$ cat src/rtl/ysyx_22041071_regfile_pkg.sv
// Shared widths and types for the ysyx_22041071 register file and its
// commit buffer. Register/data width, register count, index width and the
// commit-record field widths all live here.
package ysyx_22041071_regfile_pkg;

  localparam int XLEN_DEF  = 64;
  localparam int NREG_DEF  = 32;
  localparam int REG_IDX_W = 5;
  localparam int PC_W      = 64;
  localparam int INS_W     = 32;
  localparam int CNT_W     = 64;

  typedef enum logic {
    BUF_EMPTY = 1'b0,
    BUF_FULL  = 1'b1
  } buf_state_e;

endpackage

$ cat src/rtl/ysyx_22041071_commit_buf.sv
// One-entry commit buffer between write-back and the difftest consumer.
// Accepts a record whenever it is empty or the held record is being
// consumed in the same cycle, so a steady stream flows without bubbles.
module ysyx_22041071_commit_buf
  import ysyx_22041071_regfile_pkg::*;
#(
  parameter int XLEN = XLEN_DEF
) (
  input  logic                 clk,
  input  logic                 reset,
  input  logic                 in_valid,
  output logic                 in_ready,
  input  logic [PC_W-1:0]      in_pc,
  input  logic [INS_W-1:0]     in_ins,
  input  logic [REG_IDX_W-1:0] in_rd,
  input  logic                 in_wen,
  input  logic [XLEN-1:0]      in_data,
  output logic                 out_valid,
  input  logic                 out_ready,
  output logic [PC_W-1:0]      out_pc,
  output logic [INS_W-1:0]     out_ins,
  output logic [REG_IDX_W-1:0] out_rd,
  output logic                 out_wen,
  output logic [XLEN-1:0]      out_data
);

  buf_state_e           state_q, state_d;
  logic [PC_W-1:0]      pc_q, pc_d;
  logic [INS_W-1:0]     ins_q, ins_d;
  logic [REG_IDX_W-1:0] rd_q, rd_d;
  logic                 wen_q, wen_d;
  logic [XLEN-1:0]      data_q, data_d;
  logic                 fire;

  // Handshake: ready never looks at in_valid, only at occupancy and drain.
  always_comb begin
    in_ready  = (state_q == BUF_EMPTY) || out_ready;
    fire      = in_valid && in_ready;
    out_valid = (state_q == BUF_FULL);
    out_pc    = pc_q;
    out_ins   = ins_q;
    out_rd    = rd_q;
    out_wen   = wen_q;
    out_data  = data_q;
  end

  // Next state: a new record always wins (overwrite-while-draining keeps FULL).
  always_comb begin
    state_d = state_q;
    pc_d    = pc_q;
    ins_d   = ins_q;
    rd_d    = rd_q;
    wen_d   = wen_q;
    data_d  = data_q;
    if (fire) begin
      state_d = BUF_FULL;
      pc_d    = in_pc;
      ins_d   = in_ins;
      rd_d    = in_rd;
      wen_d   = in_wen;
      data_d  = in_data;
    end else if ((state_q == BUF_FULL) && out_ready) begin
      state_d = BUF_EMPTY;
    end
  end

  // State and record registers; reset discards any buffered record.
  always_ff @(posedge clk or negedge reset) begin
    if (!reset) begin
      state_q <= BUF_EMPTY;
      pc_q    <= '0;
      ins_q   <= '0;
      rd_q    <= '0;
      wen_q   <= 1'b0;
      data_q  <= '0;
    end else begin
      state_q <= state_d;
      pc_q    <= pc_d;
      ins_q   <= ins_d;
      rd_q    <= rd_d;
      wen_q   <= wen_d;
      data_q  <= data_d;
    end
  end

endmodule

$ cat src/rtl/ysyx_22041071_regfile.sv
// Architectural integer register file with write-back handshake, a
// one-entry commit record for difftest, and a retired-instruction counter.
// Optional feature: define YSYX_22041071_REGFILE_BYPASS_EN to forward the
// write-back data being accepted this cycle onto matching read ports.
module ysyx_22041071_regfile
  import ysyx_22041071_regfile_pkg::*;
#(
  parameter int XLEN = XLEN_DEF,
  parameter int NREG = NREG_DEF
) (
  input  logic                 clk,
  input  logic                 reset,
  input  logic                 wb_valid,
  output logic                 wb_ready,
  input  logic [PC_W-1:0]      wb_pc,
  input  logic [INS_W-1:0]     wb_ins,
  input  logic                 wb_wen,
  input  logic [REG_IDX_W-1:0] wb_rd,
  input  logic [XLEN-1:0]      wb_data,
  input  logic [REG_IDX_W-1:0] rs1_addr,
  input  logic [REG_IDX_W-1:0] rs2_addr,
  output logic [XLEN-1:0]      rs1_data,
  output logic [XLEN-1:0]      rs2_data,
  output logic                 commit_valid,
  input  logic                 commit_ready,
  output logic [PC_W-1:0]      commit_pc,
  output logic [INS_W-1:0]     commit_ins,
  output logic [REG_IDX_W-1:0] commit_rd,
  output logic                 commit_wen,
  output logic [XLEN-1:0]      commit_data,
  output logic [CNT_W-1:0]     commit_cnt
);

  logic [XLEN-1:0]  regs_q [NREG];
  logic [XLEN-1:0]  regs_d [NREG];
  logic [CNT_W-1:0] cnt_q, cnt_d;
  logic             wb_fire;
  logic             wr_en;

  ysyx_22041071_commit_buf #(.XLEN(XLEN)) u_commit_buf (
    .clk       (clk),
    .reset     (reset),
    .in_valid  (wb_valid),
    .in_ready  (wb_ready),
    .in_pc     (wb_pc),
    .in_ins    (wb_ins),
    .in_rd     (wb_rd),
    .in_wen    (wb_wen),
    .in_data   (wb_data),
    .out_valid (commit_valid),
    .out_ready (commit_ready),
    .out_pc    (commit_pc),
    .out_ins   (commit_ins),
    .out_rd    (commit_rd),
    .out_wen   (commit_wen),
    .out_data  (commit_data)
  );

  // Register update and retire count; x0 writes are dropped but still counted.
  always_comb begin
    wb_fire = wb_valid && wb_ready;
    wr_en   = wb_fire && wb_wen && (wb_rd != '0);
    regs_d  = regs_q;
    if (wr_en) regs_d[wb_rd] = wb_data;
    cnt_d = cnt_q;
    if (wb_fire) cnt_d = cnt_q + CNT_W'(1);
  end

  // Combinational read ports, x0 hard-wired to zero.
  always_comb begin
    rs1_data = (rs1_addr == '0) ? '0 : regs_q[rs1_addr];
    rs2_data = (rs2_addr == '0) ? '0 : regs_q[rs2_addr];
`ifdef YSYX_22041071_REGFILE_BYPASS_EN
    if (wr_en && (wb_rd == rs1_addr)) rs1_data = wb_data;
    if (wr_en && (wb_rd == rs2_addr)) rs2_data = wb_data;
`endif
    commit_cnt = cnt_q;
  end

  // Register array and counter state, cleared asynchronously.
  always_ff @(posedge clk or negedge reset) begin
    if (!reset) begin
      for (int i = 0; i < NREG; i++) regs_q[i] <= '0;
      cnt_q <= '0;
    end else begin
      regs_q <= regs_d;
      cnt_q  <= cnt_d;
    end
  end

endmodule

$ cat config.mk
export PLATFORM = sky130hd
export DESIGN_NAME = ysyx_22041071_regfile
export DESIGN_NICKNAME = d
export VERILOG_FILES = /design/src/rtl/ysyx_22041071_regfile_pkg.sv /design/src/rtl/ysyx_22041071_commit_buf.sv /design/src/rtl/ysyx_22041071_regfile.sv
export SDC_FILE = /design/constraint.sdc
export NUM_CORES = 2
export LEC_CHECK = 0
export BUFFER_PORTS_ARGS = -buffer_cell sky130_fd_sc_hd__buf_2
export CORE_ASPECT_RATIO = 1.25
export CORE_UTILIZATION = 45
export DETAILED_ROUTE_END_ITERATION = 12
export GPL_TIMING_DRIVEN = 0
export PLACE_DENSITY_LB_ADDON = 0.3
export SETUP_SLACK_MARGIN = 0.2
export SLEW_MARGIN = 10
export SYNTH_ARGS = -nofsm -noshare
export SYNTH_HDL_FRONTEND = slang
export SYNTH_SLANG_ARGS = --single-unit
$ cat constraint.sdc
create_clock -name clk -period 6.55 [get_ports clk]
set_clock_uncertainty 0.05 [all_clocks]
set_input_delay 0.655 -clock clk [delete_from_list [all_inputs] [get_ports clk]]
set_output_delay 0.655 -clock clk [all_outputs]
set_load 0.02 [all_outputs]
==> flow_summary_export.csv <==
group,metric,value,unit
synth,syn_inst,7966,
finish,fin_nets,9145,
outcome,failed_checks,"max-capacitance violations, max-slew violations, negative setup slack",
timing,post-route-min-period,6.63,ns
finish,synthToLayoutAreaGrowth,15.9,%
synth,synth-async-reset-ratio,100,%
global_route,grt.total_usage,40.3,%
worst_setup_path,regToRegStartpoint,"u_commit_buf.out_valid",
synth,synth_cell_type_count,50,
drt,drc_errors,0,
floorplan,die-area,0.261,mm^2
timing,worst_slew_pin_slew,1.64,ns
floorplan,core-area,0.257,mm^2
clock_tree,cts_root_buf,"clkbuf_16",
power,power,37.6,mW
place,postPlaceCellArea,0.125,mm^2
worst_setup_path,cp_cell_sequence,"clkbuf_1 -> clkbuf_1 -> buf_2 -> buf_1 -> buf_8 -> nor3_2 -> buf_6 -> clkbuf_1 -> a211oi_1 -> buf_2",
finish,fin_util,52.5,%
clock_tree,worstSkewPairLatency,0.93,ns
timing,finalCritPeriodShare,101,%
power,leakagePower,62.3,nW
worst_setup_path,crit_top_cell,"clkbuf_1",
clock_tree,numCtsBuffers,238,
timing,rsz0062_at_grt,"no",
synth,syn_nets,8147,
timing,hold_viol,0,
worst_setup_path,required,5.84,ns
finish,drive_gt1_share,47.1,%
timing,fmax,151,MHz
synth,synth.avg_cell_area,14.6,um^2
clock_tree,cts_buffer_depth,4,
global_route,antenna_found_initial,83,
worst_setup_path,cp.arrival,5.92,ns
global_route,grt_pass1_wl,719000,um
timing,slew_headroom,-9.04,%
drt,via_per_inst,6.99,
worst_setup_path,crit_slowest_cell,"a211oi_1",
place,port_buffers,534,
worst_setup_path,critPathMaxStageDelay,1.34,ns
place,place_worst_setup_slack,-0.0403,ns
timing,finalWorstSetupSlack,-0.0800,ns
drt,postRouteAntennaNets,0,
place,gp_congestion,1.00,
drt,detailroute.via_count,87900,
outcome,status,"finished with violations",
global_route,grt_overflow,0,
finish,finalInstanceArea,0.135,mm^2
timing,setup_viol,5,
drt,first_iter_violations,12600,
synth,seq_area_frac_synth,49.0,%
job,drv_cap,5,
synth,synth_warnings,0,
worst_setup_path,startpoint_type,"input pin",
synth,synth.ff_latch_count,2279,
global_route,grt_start_max_net_pins,158,
power,ir_worst_vdd,0.235,mV
clock_tree,htreeDepth,4,
power,power.density,279,mW/mm^2
synth,synthesis.area,0.116,mm^2
timing,hold_slack,0.0236,ns
clock_tree,clk_pin_slew,0.06,ns
global_route,grt_pass1_vias,87700,
floorplan,start_util,45.3,%
timing,slew_violations,19,
worst_hold_path,hp-start,"wb_data[61]",
synth,synth_edf_count,0,
clock_tree,tritoncts,"built",
clock_tree,cts_sinks,2279,
drt,routedWlPerCell,42.2,um
floorplan,pin_count,540,
worst_setup_path,critPathMaxFanout,10,
place,hpwl,361000,um
floorplan,die_y,571,um
worst_setup_path,cp-end-kind,"output port",
floorplan,rows,208,
worst_hold_path,worstHoldPathType,"in2reg",
floorplan,fp.dieW,457,um
worst_setup_path,worst-setup-path-type,"in2out",
drt,routed_wl,531000,um
synth,synth_top_flop_cell,"dfrtp_1",
worst_setup_path,critical_path.startpoint,"rs1_addr[0]",
drt,drtPass1Iterations,8,
==> critical path: cells and delay by family <==
family,cells,cell delay [ns]
compound gates,1,1.34
simple gates,1,0.17
buf+inv,8,3.69
==> sequential cells by signal, indices dropped and copies added, names as in the netlist <==
register / cells
u_commit_buf.out_data: 64
u_commit_buf.out_wen: 1
u_commit_buf.out_rd: 5
commit_cnt: 64
u_commit_buf.out_valid: 1
regs_q: 2048
u_commit_buf.out_pc: 64
u_commit_buf.out_ins: 32
==> routing by layer <==
metal / up-vias / track usage [%] / routed length, um
li1: 32300 / - / -
met1: 45800 / 46.7 / 179000
met2: 7255 / 57.6 / 224000
met3: 2476 / 16.5 / 69500
met4: 54 / 35.6 / 57400
met5: - / 0.549 / 520
==> placed cells by master, fill, tap and decap left out, types with 9 or more instances in the layout <==
cell           netlist  layout
a211oi_1           129     127
nor2_2               0      15
buf_8                0      19
clkbuf_1           646     560
clkinv_2             0      34
dfrtp_1           2279    2279
a21o_1              44      44
o221ai_1            58      58
nand2_1            549     549
buf_1               84      24
buf_12               0      25
xnor2_1             47      47
mux2i_1            414     414
diode_2              0      66
nor2b_1             17      17
buf_2              137     723
xor2_1              16      16
o22ai_1            129     129
nand4_1             24      24
bufinv_16            0      23
nor2_4               0      13
a211o_1             33      33
mux2_2            2014    2014
mux4_2             917     917
dlygate4sd3_1        0     147
nor3_1              12      10
nand3_1             31      31
nor2_1              93      65
a22oi_1             71      71
a221oi_1            13      13
or2_2               12      12
clkbuf_8             0      53
clkbuf_16            0     240
nand2b_1             9       9
clkbuf_2             0     155
a22o_1              65      65
buf_16               0      26
a21oi_1             47      46
==> synthesized netlist by cell type, drive strengths merged (44+ instances only) <==
library cell	number	area share, %
a22oi	71	0.46
clkbuf	646	2.1
a21oi	47	0.20
dfrtp	2279	49
xnor2	47	0.35
o221ai	58	0.44
nand2	549	1.8
mux2i	414	3.6
nor2	93	0.30
mux2	2014	19
buf	222	0.87
a211oi	129	0.83
o22ai	129	0.69
a22o	65	0.49
mux4	917	18
a21o	44	0.28
==> layout make-up <==
type,instances,area (um^2)
inverters,5,18.8
repair buffers,758,5720
diodes,66,165
plain buffers,868,3700
multi-input cells,4814,56100
clock buffers,357,6980
well taps,3360,4200
flip-flops and latches,2279,57000
clock inverters,70,1020
fillers,21400,122000
==> path summary, 6_finish.rpt <==
kind / end / slack [ns] / depth (start not counted)
setup / recovery: rs1_data[24] / -0.08 / 10
hold / removal: regs_q[61] / 0.02 / 2
setup reg to reg: regs_q[29] / 2.29 / 7
hold reg to reg: regs_q[2044] / 0.41 / 1
max in group asynchronous: regs_q[601] / 2.68 / 7
min in group asynchronous: u_commit_buf.out_pc[5] / 0.27 / 2
==> cells by family after synthesis <==
| family | after synthesis | share of synthesized area (%) |
|---|---|---|
| AOI/OAI and AO/OA | 609 | 3.86 |
| xor gates and xnor gates | 63 | 0.474 |
| adders and majority gates | 1 | 0.0107 |
| buffers and inverters | 873 | 2.97 |
| DFF | 2279 | 49.0 |
| muxes | 3345 | 40.8 |
| and+or+nand+nor | 796 | 2.91 |
==> where the power goes <==
part	total, mW	internal [mW]	switching [mW]
combinational	6.60	2.97	3.63
sequential	16.7	15.5	1.13
clock	14.4	8.23	6.13
total	37.6	26.8	10.9
==> stage by stage <==
stage / instances / TNS, ns
global placement: 11900 / -
CTS: 12500 / 0
finish: 12600 / -0.199
detailed placement: 11900 / -0.0403
global route: 12500 / 0
floorplan: 7966 / 0
==> repair_timing <==
item                                    CTS  global route
endpoints found under the hold margin   291             0
hold buffers                            147             0
endpoints found under the setup margin    3             8
gates resized for setup                   1             6
setup buffers                             0             0
(Power assumes the default switching activity.)
